--- config.mk ---
export PLATFORM = sky130hd
export DESIGN_NAME = otbn_vec_addmod_seq
export DESIGN_NICKNAME = d
export VERILOG_FILES = /design/src/rtl/otbn_vec_pkg.sv /design/src/rtl/otbn_adder.sv /design/src/rtl/otbn_vec_addmod_seq.sv
export SDC_FILE = /design/constraint.sdc
export NUM_CORES = 1
export LEC_CHECK = 0
export CORE_ASPECT_RATIO = 0.5
export CORE_MARGIN = 1.5
export CORE_UTILIZATION = 30
export DETAILED_ROUTE_END_ITERATION = 7
export GPL_TIMING_DRIVEN = 0
export HOLD_SLACK_MARGIN = 0.15
export MAX_ROUTING_LAYER = met4
export PLACE_DENSITY_LB_ADDON = 0.2
export SETUP_SLACK_MARGIN = 0.2
export SYNTH_ARGS = -nofsm -noshare
export SYNTH_HDL_FRONTEND = slang
export SYNTH_SLANG_ARGS = --single-unit
--- constraint.sdc ---
create_clock -name clk_i -period 6.39 [get_ports clk_i]
set_input_delay 0.639 -clock clk_i [delete_from_list [all_inputs] [get_ports clk_i]]
set_output_delay 0.639 -clock clk_i [all_outputs]
set_load 0.02 [all_outputs]
--- src/rtl/otbn_vec_pkg.sv ---
// Shared constants, sequencer state encoding and lane helper for the vector
// modular-add sequencer.
package otbn_vec_pkg;

  localparam int DataWidth = 32;
  localparam int VecWidth  = 256;

  typedef enum logic [1:0] {
    VecSeqIdle = 2'd0,
    VecSeqRun  = 2'd1,
    VecSeqDone = 2'd2
  } vec_seq_state_e;

  // Extract lane k of a default-width vector.
  function automatic logic [DataWidth-1:0] lane_sel(input logic [VecWidth-1:0] vec,
                                                    input int unsigned k);
    return vec[k*DataWidth +: DataWidth];
  endfunction

endpackage

--- src/rtl/otbn_adder.sv ---
// Single-lane modular adder: (a + b) mod 2^Width, minus q once if the result is >= q.
module otbn_adder #(
  parameter int Width = 32
) (
  input  logic [Width-1:0] a_i,
  input  logic [Width-1:0] b_i,
  input  logic [Width-1:0] q_i,
  output logic [Width-1:0] sum_o
);

  logic [Width-1:0] raw_s;

  // Wrapping sum followed by a single conditional subtraction of the modulus.
  always_comb begin
    raw_s = a_i + b_i;
    if (raw_s >= q_i) begin
      sum_o = raw_s - q_i;
    end else begin
      sum_o = raw_s;
    end
  end

endmodule

--- src/rtl/otbn_vec_addmod_seq.sv ---
// Runs one shared otbn_adder over every lane of a vector pair, one lane per cycle.
// Optional modular subtraction when OTBN_VEC_ADDMOD_SUB_EN is defined.
module otbn_vec_addmod_seq
  import otbn_vec_pkg::*;
#(
  parameter int DATA_WIDTH = DataWidth,
  parameter int VEC_WIDTH  = VecWidth
) (
  input  logic                  clk_i,
  input  logic                  rst_ni,
  input  logic                  valid_i,
  output logic                  ready_o,
  input  logic [VEC_WIDTH-1:0]  vec_a_i,
  input  logic [VEC_WIDTH-1:0]  vec_b_i,
  input  logic [DATA_WIDTH-1:0] q_i,
`ifdef OTBN_VEC_ADDMOD_SUB_EN
  input  logic                  op_sub_i,
`endif
  input  logic                  clear_i,
  output logic                  valid_o,
  input  logic                  ready_i,
  output logic [VEC_WIDTH-1:0]  vec_res_o,
  output logic                  busy_o
);

  localparam int NLANES = VEC_WIDTH / DATA_WIDTH;
  localparam int CntW   = (NLANES > 1) ? $clog2(NLANES) : 1;
  localparam logic [CntW-1:0] LastLane = CntW'(NLANES - 1);

  if ((VEC_WIDTH % DATA_WIDTH) != 0) begin : g_width_check
    $error("VEC_WIDTH must be an integer multiple of DATA_WIDTH");
  end

  vec_seq_state_e        state_q, state_d;
  logic [CntW-1:0]       cnt_q, cnt_d;
  logic [VEC_WIDTH-1:0]  a_q, b_q, res_q;
  logic [DATA_WIDTH-1:0] q_q;
  logic                  valid_q, ready_q, busy_q;
  logic                  load_s, wr_s;
  logic [DATA_WIDTH-1:0] a_lane_s, b_lane_s, b_eff_s, sum_s;

  // Next-state, lane counter and load/write strobes; clear_i overrides everything.
  always_comb begin
    state_d = state_q;
    cnt_d   = cnt_q;
    load_s  = 1'b0;
    wr_s    = 1'b0;
    if (clear_i) begin
      state_d = VecSeqIdle;
      cnt_d   = {CntW{1'b0}};
    end else begin
      case (state_q)
        VecSeqIdle: begin
          if (valid_i) begin
            state_d = VecSeqRun;
            cnt_d   = {CntW{1'b0}};
            load_s  = 1'b1;
          end else begin
            state_d = VecSeqIdle;
          end
        end
        VecSeqRun: begin
          wr_s = 1'b1;
          if (cnt_q == LastLane) begin
            state_d = VecSeqDone;
            cnt_d   = {CntW{1'b0}};
          end else begin
            cnt_d = cnt_q + CntW'(1);
          end
        end
        VecSeqDone: begin
          if (ready_i) begin
            state_d = VecSeqIdle;
          end else begin
            state_d = VecSeqDone;
          end
        end
        default: begin
          state_d = VecSeqIdle;
          cnt_d   = {CntW{1'b0}};
        end
      endcase
    end
  end

  assign a_lane_s = a_q[cnt_q*DATA_WIDTH +: DATA_WIDTH];
  assign b_lane_s = b_q[cnt_q*DATA_WIDTH +: DATA_WIDTH];

`ifdef OTBN_VEC_ADDMOD_SUB_EN
  logic sub_q;

  // Subtraction reuses the adder: a - b == a + (q - b) mod q.
  always_comb begin
    if (sub_q) begin
      b_eff_s = q_q - b_lane_s;
    end else begin
      b_eff_s = b_lane_s;
    end
  end

  // Operation select captured at accept.
  always_ff @(posedge clk_i or negedge rst_ni) begin
    if (!rst_ni) begin
      sub_q <= 1'b0;
    end else if (load_s) begin
      sub_q <= op_sub_i;
    end else begin
      sub_q <= sub_q;
    end
  end
`else
  assign b_eff_s = b_lane_s;
`endif

  otbn_adder #(
    .Width(DATA_WIDTH)
  ) u_adder (
    .a_i  (a_lane_s),
    .b_i  (b_eff_s),
    .q_i  (q_q),
    .sum_o(sum_s)
  );

  // State, operand capture, per-lane result write and registered handshake outputs.
  always_ff @(posedge clk_i or negedge rst_ni) begin
    if (!rst_ni) begin
      state_q <= VecSeqIdle;
      cnt_q   <= {CntW{1'b0}};
      a_q     <= {VEC_WIDTH{1'b0}};
      b_q     <= {VEC_WIDTH{1'b0}};
      q_q     <= {DATA_WIDTH{1'b0}};
      res_q   <= {VEC_WIDTH{1'b0}};
      valid_q <= 1'b0;
      ready_q <= 1'b1;
      busy_q  <= 1'b0;
    end else begin
      state_q <= state_d;
      cnt_q   <= cnt_d;
      if (load_s) begin
        a_q <= vec_a_i;
        b_q <= vec_b_i;
        q_q <= q_i;
      end
      if (wr_s) begin
        res_q[cnt_q*DATA_WIDTH +: DATA_WIDTH] <= sum_s;
      end
      valid_q <= (state_d == VecSeqDone);
      ready_q <= (state_d == VecSeqIdle);
      busy_q  <= (state_d != VecSeqIdle);
    end
  end

  assign valid_o   = valid_q;
  assign ready_o   = ready_q;
  assign busy_o    = busy_q;
  assign vec_res_o = res_q;

endmodule

**Yosys cells after proc, flatten, opt, wreduce, memory -nomap -nowiden**

Cells that the tools add are included.

- Flip-flop bits (word level): 808
- Output and inout bits: 259
- Logic and storage cells: 44

- Add/sub/neg operators: 4
- Order comparisons: 1
- Equality and inequality tests: 6
- Shift-type cells: 4
- Muxes and demuxes: 16
- Reduce and logical (&&, ||, !) cells: 4

Operator list:

| cell | number |
|---|---|
| 256-bit by 9-bit variable part select with 32-bit output | 2 |
| 256-bit bitwise mux | 1 |
| 32-bit by 34-bit variable shift with 256-bit output, first input constant | 1 |
| 32-bit by 34-bit variable part select with 256-bit output | 1 |
| 8-bit negation with 34-bit output | 1 |
| 32-bit adder | 1 |
| 32-bit >= comparator | 1 |
| 32-bit two-way mux | 1 |
| 32-bit subtractor | 1 |
| 3-bit two-way mux | 3 |
| 3-bit one-hot mux with 3 select lines | 1 |
| 1-bit two-way mux | 6 |
| 2-bit two-way mux | 3 |
| 2-bit one-hot mux with 3 select lines | 1 |
| 2-bit == test, second input constant | 2 |
| 2-bit logical NOT | 2 |
| 3-bit by 1-bit adder with 3-bit output, second input constant | 1 |
| 3-bit == test, second input constant | 1 |
| 3-bit inequality test, second input constant | 1 |
| 2-bit by 1-bit == test with 1-bit output, second input constant | 1 |
| 2-bit inequality test, second input constant | 1 |
| 2-bit AND reduction | 1 |
| 2-bit nonzero test | 1 |

**Depth between registers and ports, before layout**

Gate-level depths: netlist of run 1.

- Depth in word-level cells: 6
- Mapped depth: 29
- Depth with buffers taken out: 24

**Hierarchy**

From an unflattened synthesis of run 1, not the netlist that was laid out.

- Cell total of the unflattened synthesis: 2,742
- Area total of the unflattened synthesis: 38,410.6 um2

Modules (own cells, without submodules):

| module | instances | cells an instance | area an instance (um2) | sequential area each (um2) |
|---|---|---|---|---|
| otbn_vec_addmod_seq | 1 | 2,174 | 34,548.1 | 20,220.6 |
| otbn_adder | 1 | 568 | 3,862.5 | 0.0 |

**Worst setup path before layout of run 1**

Ideal clock, no wire load.

- Kind: reg2reg
- Start point: reg cnt_q[0]
- End point: reg res_q[137] (netlist: vec_res_o[137])
- Library setup time: 0.125 ns
- Arrival: 6.426 ns
- Required time: 6.265 ns
- Path slack: -0.160 ns
- Cell stages (with the launch flop): 25
- Clock period less this slack: 6.550 ns
- Cell sequence: dfrtp_1 > buf_2 > clkbuf_1 > buf_1 > mux4_2 > nand2_1 > nand2_1 > ha_1 > o211ai_1 > o21ai_2 > o2111a_1 > o211a_1 > o21ai_2 > o21ai_0 > a21oi_1 > xor2_1 > inv_1 > ha_1 > buf_2 > nand3_1 > or3_1 > o41ai_4 > buf_6 > mux2_2 > mux2_2

- Cells in the longest elaborated chain, start to end: 6
- Elaborated cells between the ends (all ways): 10
- Classes of those cells: add/sub (3); order compare (1); shift (4); mux (2)

Ends and longest elaborated chain:

| element | RTL line | source |
|---|---|---|
| start: declaration | otbn_vec_addmod_seq.sv:35 | `logic [CntW-1:0] cnt_q, cnt_d;` |
| start signal: assignment | otbn_vec_addmod_seq.sv:128 | `cnt_q <= {CntW{1'b0}};` |
| start signal: assignment | otbn_vec_addmod_seq.sv:138 | `cnt_q <= cnt_d;` |
| 256-bit by 9-bit variable part select with 32-bit output, on equally long branches | otbn_vec_addmod_seq.sv:86, otbn_vec_addmod_seq.sv:87 |  |
| 32-bit adder | otbn_adder.sv:15 | `raw_s = a_i + b_i;` |
| 32-bit subtractor or 32-bit >= comparator (tied branches) | otbn_adder.sv:17, otbn_adder.sv:16 |  |
| 32-bit two-way mux | otbn_adder.sv:16 | `if (raw_s >= q_i) begin` |
| 32-bit by 34-bit variable part select with 256-bit output | otbn_vec_addmod_seq.sv:145 | `res_q[cnt_q*DATA_WIDTH +: DATA_WIDTH] <= sum_s;` |
| 256-bit bitwise mux (*) | otbn_vec_addmod_seq.sv:145 |  |
| end signal: assignment | otbn_vec_addmod_seq.sv:132 | `res_q <= {VEC_WIDTH{1'b0}};` |
| end signal: indexed assignment | otbn_vec_addmod_seq.sv:145 |  |
| end: declaration | otbn_vec_addmod_seq.sv:36 | `logic [VEC_WIDTH-1:0] a_q, b_q, res_q;` |

Every way passes the cells marked *; elsewhere a longest branch is shown, timed or not.
A chain may end at the register's enable or synchronous reset.

**Final worst setup path of run 1**

- Start point: reg cnt_q[0]
- End point: reg res_q[3] (netlist: vec_res_o[3])

Same word-level chain as after synthesis.

==> results.toml, run 1 <==
[status]
status = "completed"

[route]
routed_wl_um = 171600
ant_nets = 0
drtPass1Iterations = 5
drt_iter0_drc = 2535
wl_per_cell_um = 24.59
drt_drc_violations_left = 0
vias = 34690
vias_per_cell = 4.971

[cells_and_area]
layout-drive-gt1-share = 0.1406
final_common_cell = "nand2_1"
fin_util = 0.4378
final_cell_area_um2 = 55080
area_growth_syn_to_layout_pct = 45.05
fin_nets = 5818
layout_common_cells = "nand2_1, clkdlybuf4s50_1, dfrtp_1"
fin_cells = 6979

[timing]
relSlewSlack = 0.1813
setup_violations = 0
min_period_over_period = 0.9897
rsz0062_at_grt = "yes"
max_freq_mhz = 158.1
drv_slew = 0
max_slew.worst_pin.slew_ns = 1.228
min_period_ns = 6.324
clock_skew_ns = 0.03006
setup_ws_ns = 0.06590
timing.hold.ws_ns = 0.4549
finalHoldViolCount = 0

[cts]
cts_tree = "yes"
clockBufferDepth = 3
ctsHtreeMaxLevel = 3
clock_latency_ns = 0.71
clk_pin_slew_ns = 0.08
cts_root_buffer = "clkbuf_16"
cts.sinks = 808
numCtsBuffers = 80

[global_routing]
grt_pass1_wl_um = 239800
grt_overflow_total = 0
grt_max_degree = 119
grt_pass1_vias = 35220
grt_antenna_before_repair = 30
grt_util_all_layers = 0.2662

[critical_path]
cp.arrival_ns = 6.91
r2r_slack_ns = 0.07
cp_max_fo = 6
r2r_end = "vec_res_o[3]"
crit_path_end_kind = "flop"
required_ns = 6.98
crit_type = "reg -> reg"
crit_path_start_kind = "flop"
worst_r2r_startpoint = "cnt_q[0]"
worstRegToRegCells = 26

[pwr]
p_seq_frac = 0.237
power.share.switching = 0.4343
power_frac_clock = 0.190
power.density_nw_per_um2 = 480.7
combPwrFrac = 0.573
p_switching_w = 0.01150
peakVddDrop_uv = 551.9
p_int_w = 0.01498
p_leak_nw = 25.25

[floorplan]
fp-row-count = 92
ioPinCount = 808
dieHeight_um = 254.6
coreArea_um2 = 125800
die_area_um2 = 128800
die_w_um = 506.1
initial_core_util = 0.3018

[synth]
synth-async-reset-ratio = 1.000
yosys_register_bits = 808
yosysUniqueCellTypes = 75
synth_edf_count = 0
post_synth.cell_area_avg_um2 = 9.119
netlist_instances = 4164
synth_ff_type = "dfrtp_1"
syn_nets = 4785
syn_area_um2 = 37970
yosysSeqAreaShare = 0.5325
ys_warn_count = 0

[placed_design]
dp_hpwl_um = 132400
gp_congestion = 0.9263
port_buffers = 807
dp_cells = 6681
place_ws_ns = -3.960
placed_cell_area_um2 = 48590

[worst_hold_path]
min_path_cells = 3
hp-class = "in -> reg"
whs_endpoint = "q_q[0]"
min-delay-start = "q_i[0]"

[run]
cap_violations = 0
stage by stage:
stage / power [W] / TNS, ns
2_1_floorplan: 0.01129 / 0
3_3_place_gp: 0.01595 / -
3_5_place_dp: 0.01655 / -817.41
4_1_cts: 0.02494 / 0
5_1_grt: 0.02748 / -7.133
6_report: 0.02648 / 0
critical path, cell delays in order (launching register included):
cell	delay, ns
dfrtp_2	0.46
buf_12	0.18
clkbuf_16	0.22
buf_12	0.14
mux4_2	0.56
nand2_2	0.12
nand2_2	0.08
ha_4	0.18
a211oi_2	0.23
o21ai_2	0.10
buf_4	0.14
a21o_1	0.18
a21o_1	0.21
a21o_1	0.20
a21oi_2	0.19
xnor2_2	0.20
ha_4	0.35
nand4_1	0.18
nor4_4	0.30
nand4_1	0.24
nand2_2	0.14
nor3_4	0.05
o41ai_4	0.45
buf_4	0.20
buf_8	0.13
mux2_4	0.40
mux2_2	0.29
worst max path at each step:
stage                  start        endpoint  slack, ns
CTS                 cnt_q[0]   vec_res_o[29]       0.13
global route        cnt_q[0]   vec_res_o[97]      -0.11
finish              cnt_q[0]    vec_res_o[3]       0.07
floorplan           cnt_q[0]  vec_res_o[137]       0.21
global placement      rst_ni  vec_res_o[104]     -32.37
detailed placement  cnt_q[0]   vec_res_o[14]      -3.96
synthesized netlist by cell type (14+ instances only):
library cell     n  area [um2]
a21o_1          33       247.7
a21oi_1         79       395.4
buf_1           27       101.4
buf_2           22       110.1
clkbuf_1       194       728.2
dfrtp_1        807       20190
ha_1            70       875.8
inv_1           60       225.2
mux4_2         126        2838
nand2_1       2088        7838
nand3_1         21       105.1
nand4_1         14       87.58
nor2_1          72       270.3
nor3_1          15       75.07
o21ai_0        183       915.9
o21ai_1         16       80.08
o221ai_1        22       192.7
o31ai_1         61       457.9
xnor2_1         39       341.6
xor2_1          21       183.9
per-layer routing:
| metal | GRT usage | part of all wire | up-vias |
|---|---|---|---|
| li1 | - | - | 15790 |
| met1 | 0.3173 | 0.40 | 17600 |
| met2 | 0.4551 | 0.51 | 1051 |
| met3 | 0.04293 | 0.054 | 251 |
| met4 | 0.09957 | 0.037 | 0 |
| met5 | - | 0 | - |
power by group through the flow:
stage	logic, W	registers [W]	clock network (W)
finish	0.0152	0.00628	0.00503
CTS	0.0136	0.00627	0.00511
floorplan	0.00492	0.00637	0
global route	0.0158	0.00636	0.00530
global placement	0.00957	0.00638	0
detailed placement	0.0102	0.00636	0
timing repair:
action / 4_1_cts / 5_1_grt
gates resized for setup: 340 / 234
pin swaps: 61 / 64
buffers inserted: 89 / 29
hold endpoints to repair: 60 / 0
endpoints found under the setup margin: 256 / 256
cloned: 4 / 3
hold buffers: 1 / 0
sequential cells by signal, indices dropped and copies added (netlist names), 2 cells and up:
name and cells:
cnt_q 3, a_q 256, vec_res_o 256, b_q 256
state_q 2, q_q 32
cells by family (layout without fill, tap and decap cells):
family,after synthesis,count (layout),share of synthesized area
AOI/OAI and AO/OA,493,493,0.08389
xor gates and xnor gates,62,62,0.01470
adders and majority gates,72,72,0.02412
buffers and inverters,307,1406,0.03150
DFF,808,808,0.5325
muxes,151,151,0.08182
other,0,24,0
and+or+nand+nor,2271,2271,0.2314
final cells by class:
class	instances	area [um2]
Antenna cell	24	60.06
Inverter	60	225.2
Timing Repair Buffer	951	9883
Buffer	247	1351
Multi-Input combinational cell	3049	18490
Sequential cell	808	20220
Tap cell	1692	2117
Clock buffer	119	2359
Fill cell	12250	70740
Clock inverter	29	372.9
Power figures use the tool's default switching activity.
==> run 2: changes to the inputs <==
--- a/constraint.sdc
+++ b/constraint.sdc
@@ -3,2 +3,2 @@
 set_output_delay 0.639 -clock clk_i [all_outputs]
-set_load 0.02 [all_outputs]
+set_load 0.05 [all_outputs]
==> results of run 2 <==
The final DEF is identical to that of run 1. Status: completed.
Main changes from that run: total power 0.02648 W -> 0.02674 W
